--- src/rtl/parking_gate_arbiter.sv ---
// ============================================================================
// Module   : parking_gate_arbiter
// Purpose  : Shared barrier-gate controller and slot-occupancy map for a
//            car park. Arbitrates entry/exit requests (exit wins ties),
//            allocates the lowest free slot on entry, frees the named slot
//            on exit, then holds the gate open for GATE_CYCLES cycles.
// Options  : PARKING_FREE_COUNT_EN - adds the free_count output, a
//            registered up/down count of free slots.
// Revision : 1.0 - initial release
// ============================================================================
`default_nettype none

module parking_gate_arbiter #(
    parameter int NUM_SLOTS   = 8,
    parameter int SLOT_W      = 3,
    parameter int GATE_CYCLES = 4
) (
    input  logic                 clk,
    input  logic                 reset,
    input  logic                 entry_req,
    input  logic                 exit_req,
    input  logic [SLOT_W-1:0]    exit_slot,
    output logic                 entry_ack,
    output logic [SLOT_W-1:0]    assigned_slot,
    output logic                 exit_ack,
    output logic                 reject,
    output logic                 gate_open,
    output logic [NUM_SLOTS-1:0] slot_free,
    output logic                 full
`ifdef PARKING_FREE_COUNT_EN
    ,
    output logic [SLOT_W:0]      free_count
`endif
);

    typedef enum logic [2:0] {
        S_IDLE  = 3'd0,
        S_GRANT = 3'd1,
        S_REJ   = 3'd2,
        S_OPEN  = 3'd3,
        S_CLEAR = 3'd4
    } state_t;

    state_t                 state_q;
    logic                   serve_exit_q;   // lane being served: 1 = exit, 0 = entry
    logic [SLOT_W-1:0]      idx_q;          // slot index latched at arbitration
    logic [7:0]             timer_q;
    logic                   entry_ack_q;
    logic                   exit_ack_q;
    logic                   reject_q;
    logic                   gate_open_q;
    logic [SLOT_W-1:0]      assigned_slot_q;
    logic [NUM_SLOTS-1:0]   slot_free_q;
    logic [NUM_SLOTS-1:0]   slot_free_d;
    logic                   full_q;
    logic [SLOT_W-1:0]      lowest_free;
    logic                   exit_in_range;
    logic                   exit_occupied;

    // Lowest-index free slot; scanning downward lets the smallest index win.
    always_comb begin
        lowest_free = '0;
        for (int i = NUM_SLOTS - 1; i >= 0; i--) begin
            if (slot_free_q[i]) begin
                lowest_free = SLOT_W'(i);
            end
        end
    end

    // An exit is only valid for an in-range slot that is currently occupied.
    assign exit_in_range = (32'(exit_slot) < NUM_SLOTS);
    assign exit_occupied = exit_in_range && !slot_free_q[exit_slot];

    // Next occupancy map: only the GRANT cycle touches the latched slot bit.
    always_comb begin
        slot_free_d = slot_free_q;
        if (state_q == S_GRANT) begin
            slot_free_d[idx_q] = serve_exit_q;
        end
    end

`ifdef PARKING_FREE_COUNT_EN
    logic [SLOT_W:0] free_count_q;
    logic [SLOT_W:0] free_count_d;

    // Free-slot counter tracks the map incrementally, in step with slot_free.
    always_comb begin
        free_count_d = free_count_q;
        if (state_q == S_GRANT) begin
            if (serve_exit_q) begin
                free_count_d = free_count_q + 1'b1;
            end else begin
                free_count_d = free_count_q - 1'b1;
            end
        end
    end

    // Counter register; reset restores the all-free count.
    always_ff @(posedge clk) begin
        if (reset) begin
            free_count_q <= (SLOT_W + 1)'(NUM_SLOTS);
        end else begin
            free_count_q <= free_count_d;
        end
    end

    assign free_count = free_count_q;
`endif

    // Arbitration FSM with registered acks, gate command and occupancy map.
    always_ff @(posedge clk) begin
        if (reset) begin
            state_q         <= S_IDLE;
            serve_exit_q    <= 1'b0;
            idx_q           <= '0;
            timer_q         <= '0;
            entry_ack_q     <= 1'b0;
            exit_ack_q      <= 1'b0;
            reject_q        <= 1'b0;
            gate_open_q     <= 1'b0;
            assigned_slot_q <= '0;
            slot_free_q     <= '1;
            full_q          <= 1'b0;
        end else begin
            entry_ack_q <= 1'b0;
            exit_ack_q  <= 1'b0;
            reject_q    <= 1'b0;
            slot_free_q <= slot_free_d;
            full_q      <= (slot_free_d == '0);
            case (state_q)
                S_IDLE: begin
                    if (exit_req) begin
                        serve_exit_q <= 1'b1;
                        idx_q        <= exit_slot;
                        if (exit_occupied) begin
                            exit_ack_q <= 1'b1;
                            state_q    <= S_GRANT;
                        end else begin
                            reject_q <= 1'b1;
                            state_q  <= S_REJ;
                        end
                    end else if (entry_req) begin
                        serve_exit_q <= 1'b0;
                        idx_q        <= lowest_free;
                        if (slot_free_q != '0) begin
                            entry_ack_q     <= 1'b1;
                            assigned_slot_q <= lowest_free;
                            state_q         <= S_GRANT;
                        end else begin
                            reject_q <= 1'b1;
                            state_q  <= S_REJ;
                        end
                    end
                end
                S_GRANT: begin
                    gate_open_q <= 1'b1;
                    timer_q     <= 8'(GATE_CYCLES);
                    state_q     <= S_OPEN;
                end
                S_REJ: begin
                    state_q <= S_CLEAR;
                end
                S_OPEN: begin
                    if (timer_q == 8'd1) begin
                        gate_open_q <= 1'b0;
                        state_q     <= S_CLEAR;
                    end else begin
                        timer_q <= timer_q - 8'd1;
                    end
                end
                S_CLEAR: begin
                    // Only the served lane releases us, so a held request
                    // cannot be granted twice.
                    if (serve_exit_q ? !exit_req : !entry_req) begin
                        state_q <= S_IDLE;
                    end
                end
                default: begin
                    state_q <= S_IDLE;
                end
            endcase
        end
    end

    assign entry_ack     = entry_ack_q;
    assign exit_ack      = exit_ack_q;
    assign reject        = reject_q;
    assign gate_open     = gate_open_q;
    assign assigned_slot = assigned_slot_q;
    assign slot_free     = slot_free_q;
    assign full          = full_q;

endmodule

`default_nettype wire

--- config.mk ---
export PLATFORM = sky130hd
export DESIGN_NAME = parking_gate_arbiter
export DESIGN_NICKNAME = d
export VERILOG_FILES = /design/src/rtl/parking_gate_arbiter.sv
export SDC_FILE = /design/constraint.sdc
export NUM_CORES = 1
export LEC_CHECK = 0
export BUFFER_PORTS_ARGS = -buffer_cell sky130_fd_sc_hd__buf_2
export CAP_MARGIN = 10
export CORE_MARGIN = 2
export CORE_UTILIZATION = 40
export DETAILED_ROUTE_END_ITERATION = 10
export HOLD_SLACK_MARGIN = 0.03
export SLEW_MARGIN = 25
export SYNTH_ARGS = -nofsm -noshare
export SYNTH_HDL_FRONTEND = slang
export SYNTH_SLANG_ARGS = --single-unit
--- constraint.sdc ---
create_clock -name clk -period 1.6 [get_ports clk]
set_input_delay 0.32 -clock clk [delete_from_list [all_inputs] [get_ports clk]]
set_output_delay 0.32 -clock clk [all_outputs]
set_load 0.05 [all_outputs]
==> flow_metrics.env <==
export IMPL_synth_net_count=211
export IMPL_ctsRootBufferMaster="sky130_fd_sc_hd__clkbuf_8"
export IMPL_grt_antenna_before_repair=0
export IMPL_io_pins=23
export IMPL_floorplan_rows=23
export IMPL_fillers=381
export IMPL_insertion_delay_ns=0.28
export IMPL_netlist_top_cells_count="sky130_fd_sc_hd__dfxtp_1 (31), sky130_fd_sc_hd__nor2_1 (21), sky130_fd_sc_hd__a21oi_1 (14)"
export IMPL_worst_setup_path_type="register to register"
export IMPL_timing_critical_path_buf_inv=1
export IMPL_remaining_global_route_overflow=0
export IMPL_hold_worst_slack_ns=0.405
export IMPL_critPathMaxStageDelay_ns=0.36
export IMPL_total_via_count_after_detailed_routing=1724
export IMPL_critical_path_peak_fanout=4
export IMPL_drv_max_cap_violation_count=0
export IMPL_whs_path_depth=3
export IMPL_worst_pin_slew_ns=0.581
export IMPL_detail_route_wl_per_cell_um=16.0
export IMPL_worstPathArrival_ns=1.80
export IMPL_outcome="finished with violations"
export IMPL_detailedRoute_firstPassIterationCount=4
export IMPL_ant_nets=0
export IMPL_finalSetupViolations=6
export IMPL_slowest_cell_on_the_critical_path="sky130_fd_sc_hd__nor4b_4"
export IMPL_synth_top_cell_by_area="sky130_fd_sc_hd__dfxtp_1"
export IMPL_timing_final_hold_violations=0
export IMPL_instances_no_fill=309
export IMPL_clock_tree_htree_level_count=2
export IMPL_path_delay_family="simple AND/OR/NAND/NOR gates"
export IMPL_count_of_placed_standard_cells_including_taps=298
export IMPL_final_util_pct=60.4
export IMPL_endpoint_of_the_most_critical_register_to_register_path="state_q[2]$_SDFFE_PP0P_"
export IMPL_critical_path_startpoint="timer_q[1]$_SDFFE_PP0P_"
export IMPL_syn2layout_area_growth_pct=44.1
export IMPL_critical_path_required_ns=1.78
export IMPL_yosys_top_cells_area="sky130_fd_sc_hd__dfxtp_1 (37%), sky130_fd_sc_hd__mux2i_1 (4.7%), sky130_fd_sc_hd__nor2_1 (4.7%), sky130_fd_sc_hd__a21oi_1 (4.1%), sky130_fd_sc_hd__nor3_1 (2.7%)"
export IMPL_holdCritStartpoint="exit_slot[2]"
export IMPL_endpoint_of_the_worst_hold_timing_path="idx_q[2]$_SDFFE_PP0P_"
export IMPL_via_per_inst=5.58
export IMPL_drt_first_iter_violations=74
export IMPL_grt_max_degree=17
export IMPL_design_power_total_mw=2.54
export IMPL_skew_ns=0.00757
export IMPL_timing_max_transition_violations_final=0
export IMPL_timing_final_ws_setup_ns=-0.0233
export IMPL_global_route_wire_length_before_repair_mm=7.56
export IMPL_floorplan_die_area_sq_um=4760
export IMPL_rsz0062_at_grt="yes"
export IMPL_num_nets_final=267
export IMPL_synthesis_area_sq_um=1690
export IMPL_min_path_type="primary input to register"
export IMPL_syn_mean_instance_area_sq_um=8.36
export IMPL_buffer_ports_inserted=22
export IMPL_worst_r2r_setup_slack_ns=-0.02
export IMPL_synth_top_cell_area_share_pct=36.7
export IMPL_violated_checks="negative setup slack"
export IMPL_cts_hold_buffers=0
export IMPL_dieWidth_um=69.0
export IMPL_slew_limit_headroom_pct=61.2
export IMPL_synth_edf_count=0
export IMPL_max_clock_path_buffers=2
export IMPL_max_freq_mhz=616
export IMPL_yosysSeqAreaShare_pct=36.7
export IMPL_tns_ns=-0.0742
export IMPL_wirelength_mm=4.94
export IMPL_hpwl_mm=3.48
export IMPL_cts_buffers_inserted=5
export IMPL_final_period_minus_worst_setup_slack_ns=1.62
export IMPL_nature_of_the_critical_path_startpoint="register"
export IMPL_cp_cell_sequence="inv_2 -> ha_4 -> nor4b_4 -> nand2_2 -> a31oi_4 -> mux2i_1 -> nor2_1"
export IMPL_synthesis_yosys_warnings=0
export IMPL_power_per_cell_area_nw_per_um2=1050
export IMPL_post_synth_inst_count=202
export IMPL_reg2regPathDepth=7
export IMPL_synth_async_sr_flop_share_pct=0
export IMPL_ys_dominant_reg_cell="sky130_fd_sc_hd__dfxtp_1"
export IMPL_synth_cell_types=48
export IMPL_grt_pass1_vias=1618
export IMPL_worst_r2r_startpoint="timer_q[1]$_SDFFE_PP0P_"
export IMPL_global_route_usage_total_pct=21.9
export IMPL_final_layout_size_suffix_gt1_share_pct=44.4
export IMPL_yosysMostFrequentCell="sky130_fd_sc_hd__dfxtp_1"
export IMPL_cts_clk_slew_worst_paths_ns=0.07
export IMPL_cts_tree="built"
export IMPL_gp_congestion=0.842
export IMPL_placeableCoreArea_sq_um=4030
export IMPL_cts_num_sinks=31
export IMPL_fin_crit_sh_pct=101
export IMPL_synth_seq_cells=31
export IMPL_post_route_drc_count=0
export IMPL_total_leakage_power_nw=0.958
export IMPL_vdd_ir_drop_max_v=0.000698
export IMPL_y_dimension_of_the_die_um=69.0
export IMPL_antenna_cells_inserted=0
export IMPL_cp_end_kind="register"
export IMPL_start_util_pct=41.9
## kinds of logic after synthesis
kind of cell | count (synthesis) | share of synthesized area [%]
multiplexers | 10 | 6.74
AO/OA/AOI/OAI | 52 | 20.6
AND/OR/NAND/NOR | 86 | 28.5
adder cells (fa/ha/maj) | 2 | 1.48
buffers and inverters | 18 | 4.37
flip-flops | 31 | 36.7
XOR/XNOR | 3 | 1.56
## cells in the final DEF (no fill, tap or decap), types with 2 or more instances in the layout
cell | netlist | routed
sky130_fd_sc_hd__nor4bb_1 | 2 | 2
sky130_fd_sc_hd__or4_4 | 0 | 2
sky130_fd_sc_hd__inv_1 | 4 | 3
sky130_fd_sc_hd__o21ai_0 | 7 | 5
sky130_fd_sc_hd__o21a_1 | 2 | 2
sky130_fd_sc_hd__a31oi_1 | 6 | 4
sky130_fd_sc_hd__a211oi_1 | 5 | 5
sky130_fd_sc_hd__nand2b_1 | 7 | 7
sky130_fd_sc_hd__nor2_1 | 21 | 21
sky130_fd_sc_hd__nor3_1 | 9 | 8
sky130_fd_sc_hd__buf_4 | 0 | 39
sky130_fd_sc_hd__dfxtp_1 | 31 | 18
sky130_fd_sc_hd__dfxtp_4 | 0 | 10
sky130_fd_sc_hd__nor3b_2 | 0 | 2
sky130_fd_sc_hd__nand3_1 | 8 | 7
sky130_fd_sc_hd__o21bai_1 | 2 | 2
sky130_fd_sc_hd__nor2b_1 | 6 | 6
sky130_fd_sc_hd__nand3b_1 | 3 | 3
sky130_fd_sc_hd__a311o_1 | 2 | 2
sky130_fd_sc_hd__a21oi_2 | 0 | 3
sky130_fd_sc_hd__nand2_1 | 12 | 11
sky130_fd_sc_hd__dfxtp_2 | 0 | 3
sky130_fd_sc_hd__xor2_1 | 3 | 3
sky130_fd_sc_hd__a21oi_1 | 14 | 11
sky130_fd_sc_hd__o31ai_1 | 3 | 2
sky130_fd_sc_hd__buf_6 | 0 | 2
sky130_fd_sc_hd__mux2i_1 | 8 | 8
sky130_fd_sc_hd__buf_2 | 5 | 22
sky130_fd_sc_hd__clkbuf_8 | 0 | 6
## worst max path at each step
stage / end / slack, ns / cells after the start
6_report: state_q[2]$_SDFFE_PP0P_ / -0.02 / 7
5_1_grt: state_q[2]$_SDFFE_PP0P_ / -0.11 / 7
4_1_cts: assigned_slot[1]$_SDFFE_PP0P_ / -0.06 / 5
3_5_place_dp: state_q[1]$_SDFFE_PP0P_ / -0.18 / 5
3_3_place_gp: state_q[1]$_SDFFE_PP0P_ / -0.14 / 5
2_1_floorplan: state_q[1]$_SDFFE_PP0P_ / -0.15 / 5
## routing by layer
layer | wire (um) | GRT usage, %
met5 | 0 | 0
met2 | 2350 | 34.0
met4 | 64 | 8.58
met3 | 278 | 6.01
met1 | 2240 | 28.8
## power breakdown
| part | internal (mW) | leakage, nW | switching (mW) |
|---|---|---|---|
| clock | 0.441 | 0.0594 | 0.297 |
| combinational | 0.387 | 0.644 | 0.460 |
| sequential | 0.849 | 0.255 | 0.110 |
## sequential cells by signal, indices dropped and copies added, names as in the netlist
signal         count
assigned_slot      3
exit_ack           1
timer_q            8
entry_ack          1
state_q            3
gate_open          1
reject             1
slot_free          8
idx_q              3
full               1
serve_exit_q       1
## through the flow
step                      area, sq um  setup WS [ns]
after floorplan                  1750         -0.153
after global placement           2140         -0.141
after detailed placement         2140         -0.184
after CTS                        2310        -0.0556
after global routing             2430         -0.112
final                            2430        -0.0233
## worst reg2reg max path: stages (launching register included)
cell and delay (ns):
sky130_fd_sc_hd__dfxtp_2 0.32, sky130_fd_sc_hd__inv_2 0.07, sky130_fd_sc_hd__ha_4 0.12, sky130_fd_sc_hd__nor4b_4 0.36
sky130_fd_sc_hd__nand2_2 0.15, sky130_fd_sc_hd__a31oi_4 0.23, sky130_fd_sc_hd__mux2i_1 0.21, sky130_fd_sc_hd__nor2_1 0.06
## repair_timing
item,in CTS,in global routing
cloned,0,0
pin swaps,3,9
buffers inserted,1,2
endpoints found under the setup margin,9,13
resized for setup,12,27
## cell type report
class	instances	area (sq um)	share of cell area, %
timing repair buffer	63	425	17.5
multi-input combinational	153	1160	47.5
sequential	31	662	27.2
clock inverter	1	5.00	0.206
inverter	4	15.0	0.617
clock buffer	7	108	4.42
tap	50	62.6	2.57
Power figures use the tool's default switching activity.
